`config.mk`:
```
export PLATFORM = sky130hd
export DESIGN_NAME = hidden1_act_stream
export DESIGN_NICKNAME = d
export VERILOG_FILES = /design/src/rtl/hidden1_act_stream.sv
export SDC_FILE = /design/constraint.sdc
export NUM_CORES = 2
export LEC_CHECK = 0
export ABC_AREA = 1
export BUFFER_PORTS_ARGS = -buffer_cell sky130_fd_sc_hd__buf_2
export CAP_MARGIN = 5
export CELL_PAD_IN_SITES_DETAIL_PLACEMENT = 0
export CELL_PAD_IN_SITES_GLOBAL_PLACEMENT = 1
export CORE_AREA = 2 2 464 466
export CTS_CLUSTER_DIAMETER = 60
export DETAILED_ROUTE_END_ITERATION = 12
export DIE_AREA = 0 0 466 468
export PLACE_DENSITY_LB_ADDON = 0.1
export RECOVER_POWER = 100
export SLEW_MARGIN = 30
export SYNTH_ARGS = -nofsm -noshare
export SYNTH_HDL_FRONTEND = slang
export SYNTH_SLANG_ARGS = --single-unit
```
`constraint.sdc`:
```
create_clock -name clk -period 7.6 [get_ports clk]
set_input_delay 1.14 -clock clk [delete_from_list [all_inputs] [get_ports clk]]
set_output_delay 1.14 -clock clk [all_outputs]
set_load 0.1 [all_outputs]
```
`src/rtl/hidden1_act_stream.sv`:
```
// Captures a Hidden1 pre-activation vector, applies a piecewise-linear tanh and streams it out.
// Optional ACT_SAT_STATS_EN adds sat_count: clamped elements accepted in the current vector.
module hidden1_act_stream #(
  parameter int N_NODES   = 128,
  parameter int DATA_W    = 9,
  parameter int FRAC_BITS = 6,
  parameter int IDX_W     = 7
) (
  input  logic                        clk,
  input  logic                        rst_n,
`ifdef ACT_SAT_STATS_EN
  output logic [IDX_W:0]              sat_count,
`endif
  input  logic                        in_valid,
  output logic                        in_ready,
  input  logic [N_NODES*DATA_W-1:0]   in_vec,
  output logic                        out_valid,
  input  logic                        out_ready,
  output logic [DATA_W-1:0]           out_data,
  output logic [IDX_W-1:0]            out_idx,
  output logic                        out_last
);

  // state | meaning
  // IDLE  | waiting for a vector, in_ready high
  // RUN   | streaming buffered activations
  typedef enum logic {IDLE = 1'b0, RUN = 1'b1} state_t;

  localparam logic [DATA_W:0]   B_LO     = (DATA_W+1)'(1 << (FRAC_BITS-1));
  localparam logic [DATA_W:0]   B_HI     = (DATA_W+1)'(3 << (FRAC_BITS-1));
  localparam logic [DATA_W:0]   ONE      = (DATA_W+1)'(1 << FRAC_BITS);
  localparam logic [DATA_W:0]   M_HI     = (DATA_W+1)'(3 << (FRAC_BITS-2));
  localparam logic [DATA_W-1:0] ONE_W    = DATA_W'(1 << FRAC_BITS);
  localparam logic [IDX_W-1:0]  LAST_IDX = IDX_W'(N_NODES-1);

  // Unclamped magnitude; one extra bit so that |most negative| does not overflow.
  function automatic logic [DATA_W:0] act_mag(input logic [DATA_W-1:0] x);
    logic [DATA_W:0] a;
    a = x[DATA_W-1] ? ((DATA_W+1)'(0) - {x[DATA_W-1], x}) : {1'b0, x};
    if (a < B_LO)      return a;
    else if (a < B_HI) return B_LO + ((a - B_LO) >> 2);
    else               return M_HI + ((a - B_HI) >> 3);
  endfunction

  state_t              state_q, state_d;
  logic [IDX_W-1:0]    idx_q, idx_d, nxt_idx;
  logic                in_ready_q, in_ready_d;
  logic                out_valid_q, out_valid_d;
  logic                out_last_q, out_last_d;
  logic [DATA_W-1:0]   out_data_q;
  logic [DATA_W-1:0]   buf_q [N_NODES];

  logic                capture, accept, load, clamp;
  logic [DATA_W-1:0]   act_x, act_y, m_w;
  logic [DATA_W:0]     m_raw;

  assign capture = (state_q == IDLE) && in_valid && in_ready_q;
  assign accept  = out_valid_q && out_ready;
  assign nxt_idx = idx_q + IDX_W'(1);

  // Node 0 comes straight from in_vec so the first element is ready one clock after capture.
  always_comb begin
    act_x = (state_q == IDLE) ? in_vec[DATA_W-1:0] : buf_q[nxt_idx];
    m_raw = act_mag(act_x);
    clamp = m_raw > ONE;
    m_w   = clamp ? ONE_W : m_raw[DATA_W-1:0];
    act_y = act_x[DATA_W-1] ? -m_w : m_w;
  end

  always_comb begin
    state_d     = state_q;
    idx_d       = idx_q;
    in_ready_d  = in_ready_q;
    out_valid_d = out_valid_q;
    out_last_d  = out_last_q;
    load        = 1'b0;
    case (state_q)
      IDLE: begin
        in_ready_d = 1'b1;
        if (capture) begin
          state_d     = RUN;
          idx_d       = '0;
          load        = 1'b1;
          in_ready_d  = 1'b0;
          out_valid_d = 1'b1;
          out_last_d  = (N_NODES == 1);
        end
      end
      RUN: begin
        if (accept) begin
          if (out_last_q) begin
            state_d     = IDLE;
            out_valid_d = 1'b0;
            out_last_d  = 1'b0;
            in_ready_d  = 1'b1;
          end else begin
            idx_d      = nxt_idx;
            load       = 1'b1;
            out_last_d = (nxt_idx == LAST_IDX);
          end
        end
      end
      default: state_d = IDLE;
    endcase
  end

  always_ff @(posedge clk or negedge rst_n) begin
    if (!rst_n) begin
      state_q     <= IDLE;
      idx_q       <= '0;
      in_ready_q  <= 1'b0;
      out_valid_q <= 1'b0;
      out_last_q  <= 1'b0;
      out_data_q  <= '0;
      for (int i = 0; i < N_NODES; i++) buf_q[i] <= '0;
    end else begin
      state_q     <= state_d;
      idx_q       <= idx_d;
      in_ready_q  <= in_ready_d;
      out_valid_q <= out_valid_d;
      out_last_q  <= out_last_d;
      if (load) out_data_q <= act_y;
      if (capture) begin
        for (int i = 0; i < N_NODES; i++) buf_q[i] <= in_vec[i*DATA_W +: DATA_W];
      end
    end
  end

`ifdef ACT_SAT_STATS_EN
  logic              clamp_q;
  logic [IDX_W:0]    sat_q;

  always_ff @(posedge clk or negedge rst_n) begin
    if (!rst_n) begin
      clamp_q <= 1'b0;
      sat_q   <= '0;
    end else begin
      if (load) clamp_q <= clamp;
      if (capture)               sat_q <= '0;
      else if (accept && clamp_q) sat_q <= sat_q + (IDX_W+1)'(1);
    end
  end

  assign sat_count = sat_q;
`endif

  assign in_ready  = in_ready_q;
  assign out_valid = out_valid_q;
  assign out_last  = out_last_q;
  assign out_data  = out_data_q;
  assign out_idx   = idx_q;

endmodule

```
==> flow_summary.yaml <==
global_routing:
  gr-total-overflow: 0
  grt_pass1_wl_microns: 389000
  antenna_found_initial: 35
  grt_use_total_pct: 24.45
  grt_max_degree: 183
  first_global_vias: 54510
setup_path:
  worstReg2RegEnd: "buf_q[571]$_DFFE_PN0P_"
  critPathLaunch: "state_q$_DFF_PN0_"
  required_ns: 8.37
  cp_slowest_cell: "clkbuf_2"
  worstSetupEndpointType: "register"
  worstRegToRegCells: 6
  r2r-start: "state_q$_DFF_PN0_"
  cp.arrival_ns: 7.67
  path_class: "reg -> reg"
  crit_top_cell: "nand2_1"
  worstSetupEndpoint: "buf_q[571]$_DFFE_PN0P_"
  cp-start-kind: "register"
  cp_cell_sequence: "inv_1 > nand3_1 > clkbuf_2 > buf_2 > nand2_1 > nand2_1"
  cpPeakStageDelay_ns: 2.78
  r2r_slack_ns: 0.69
  worstPathMaxFanout: 155
clock_tree:
  clk_pin_slew_ns: 0.06
  htreeDepth: 4
  cts_tree: "yes"
  clock-sinks: 1172
  clock_path_buffers: 3
  clock_latency_ns: 0.82
  hold_buffers: 0
  cts-resized-gates: 0
  clock_tree.root_cell: "clkbuf_16"
  cts_buffers: 159
  postCtsSetupBuffers: 0
floorplan:
  ios: 1175
  placementRows: 170
  placeableCoreArea_sq_um: 213300
  dieArea_sq_um: 218100
  die_y_microns: 468
  start_util_pct: 26.26
  die_x_microns: 466
timing:
  period_share_pct: 90.89
  setup-violations-final: 0
  rsz0062_at_grt: "false"
  fmax_mhz: 144.8
  clock_skew_ns: 0.03673
  tightest_slew_ns: 6.058
  fin_setup_tns_ns: 0
  slew_headroom_pct: -303.8
  hold_viol: 0
  slew_violations: 752
  layout_setup_ws_ns: 0.6922
  min_period_ns: 6.908
logic_synthesis:
  synth_top_family_by_area: "simple AND/OR/NAND/NOR gates"
  netlist_area_sq_um: 56020
  synth-compound-area-share_pct: 10.81
  async_reset_ff_share_pct: 100.0
  synth-simple-area-share_pct: 29.77
  seq_area_frac_synth_pct: 52.36
  synth-main-ff-cell: "dfrtp_1"
  synthMuxAreaShare_pct: 0
  syn-num-nets: 8689
  yosysUniqueCellTypes: 37
  synthXorXnorAreaFrac_pct: 0.1541
  synthCells: 7525
  synth-seq-cells: 1172
  syn_avg_cell_area_sq_um: 7.444
  synth_warnings: 0
  synthAdderAreaFrac_pct: 0.1787
  synth_edf_count: 0
  synth_top_area_share_pct: 52.36
  synth_top_area_cell: "dfrtp_1"
  synth.area.top_cells: "dfrtp_1 52%, nand2_1 22%, o21ai_0 7.8%, nand3_1 4.3%, nor2_1 2.9%"
detailed_routing:
  drtPass1Iterations: 6
  drt_wl_total_microns: 273200
  vias: 53680
  route.antenna.remaining_nets: 0
  drtIter0Drc: 4232
  routedWlPerCell_microns: 23.93
  viasPerCell: 4.702
  drt_drc_violations_left: 0
layout:
  layout_common_cells: "3314 x nand2_1, 1171 x dfrtp_1, 1156 x buf_2"
  final_common_cell: "nand2_1"
  area_growth_syn_to_layout_pct: 24.73
  fin_nets: 9609
  fillCellCount: 23400
  final_cells: 11420
  drive_gt1_share_pct: 17.84
power_and_ir_drop:
  intPower_mw: 19.52
  ir_drop_mv: 0.3803
  seqPwrFrac_pct: 29.3
  p_clk_share_pct: 21.1
  p_switching_mw: 17.32
  swShare_pct: 47.02
  comb_power_share_pct: 49.6
  powerDensity_nw_per_um2: 527.2
  p_leak_nw: 35.64
placed_design:
  post-place-ws_ns: 0.8985
  dp_hpwl_microns: 196200
  gp_congestion: 0.8317
  io_buffer_count: 1174
  place_inst: 11120
run_status:
  status: "complete, but fails checks"
  violations: "max-capacitance violations, max-slew violations"
hold_path:
  hold_path.class: "reg -> reg"
job:
  drv_cap: 10
power by group through the flow:
stage / clock network, mW / registers, mW / logic [mW]
floorplan: 0 / 10.6 / 11.8
global placement: 0 / 10.9 / 18.7
detailed placement: 0 / 10.9 / 18.6
CTS: 7.97 / 10.8 / 18.7
global route: 8.21 / 11.1 / 20.7
finish: 7.77 / 10.8 / 18.3
layer usage:
metal	share of wire [%]	GRT usage, %
met2	47	39.85
met4	2.8	7.153
met3	5.1	3.927
met5	0.073	0
met1	45	33.28
worst min-delay path by stage:
stage,to,cells past startpoint,start
6_report,buf_q[497]$_DFFE_PN0P_,2,buf_q[497]$_DFFE_PN0P_
5_1_grt,buf_q[656]$_DFFE_PN0P_,3,in_vec[503]
4_1_cts,buf_q[219]$_DFFE_PN0P_,1,rst_n
3_5_place_dp,buf_q[1121]$_DFFE_PN0P_,2,buf_q[1121]$_DFFE_PN0P_
3_3_place_gp,buf_q[1034]$_DFFE_PN0P_,2,buf_q[1034]$_DFFE_PN0P_
2_1_floorplan,buf_q[1121]$_DFFE_PN0P_,2,buf_q[1121]$_DFFE_PN0P_
sequential cells by signal (all words and copies together) (netlist names):
register / cells
out_valid: 1
out_idx: 7
in_ready: 1
out_data: 9
out_last: 1
state_q: 1
buf_q: 1152
logic make-up (layout without fill, tap and decap cells):
family | Yosys count | in the layout
adder cells (fa/ha/maj) | 8 | 8
AND/OR/NAND/NOR | 4256 | 4256
flip-flops | 1172 | 1172
XOR/XNOR | 9 | 9
buffers and inverters | 946 | 1991
AO/OA/AOI/OAI | 1134 | 1134
other | 0 | 9
layout make-up:
| class | instances | area, sq um | area share, % |
|---|---|---|---|
| Sequential cell | 1172 | 29330 | 41.98 |
| Multi-Input combinational cell | 5407 | 22980 | 32.88 |
| Timing Repair Buffer | 1266 | 6884 | 9.853 |
| Clock inverter | 53 | 774.5 | 1.108 |
| Antenna cell | 9 | 22.52 | 0.03223 |
| Tap cell | 2838 | 3551 | 5.082 |
| Clock buffer | 233 | 4658 | 6.667 |
| Inverter | 439 | 1672 | 2.392 |
synth_stat cells (2+ instances only):
| library cell | instances |
|---|---|
| ha_1 | 8 |
| buf_1 | 30 |
| xor2_1 | 6 |
| a32o_1 | 2 |
| inv_2 | 11 |
| nand2_2 | 9 |
| o21ai_1 | 9 |
| nand4_1 | 5 |
| o21ai_0 | 875 |
| nand3_1 | 480 |
| nor2_2 | 4 |
| o21a_1 | 2 |
| buf_4 | 10 |
| inv_1 | 427 |
| buf_6 | 3 |
| nor2_1 | 437 |
| o221ai_1 | 3 |
| xnor2_1 | 2 |
| nand2_1 | 3313 |
| o211ai_1 | 125 |
| o22ai_1 | 21 |
| o21bai_1 | 2 |
| nand3b_1 | 3 |
| dfrtp_1 | 1172 |
| a21oi_1 | 92 |
| buf_2 | 126 |
| clkbuf_1 | 338 |
critical path: cells and delay by family, from the launching register on:
family / cells / cell delay (ns)
AND/OR/NAND/NOR: 3 / 1.57
flip-flops: 1 / 0.55
buffers and inverters: 3 / 4.56
per-stage QoR:
| step | utilization [%] | hold slack (ns) | power (mW) | instance area, sq um |
|---|---|---|---|---|
| 2_1_floorplan | - | 0.4407 | 22.44 | 56020 |
| 3_3_place_gp | 30.25 | 0.4572 | 29.52 | 64540 |
| 3_5_place_dp | 30.25 | 0.4593 | 29.49 | 64540 |
| 4_1_cts | 32.80 | 0.2585 | 37.47 | 69980 |
| 5_1_grt | 32.75 | 0.4392 | 40.08 | 69860 |
| 6_report | 32.75 | 0.4695 | 36.84 | 69870 |
Power figures use the tool's default switching activity.
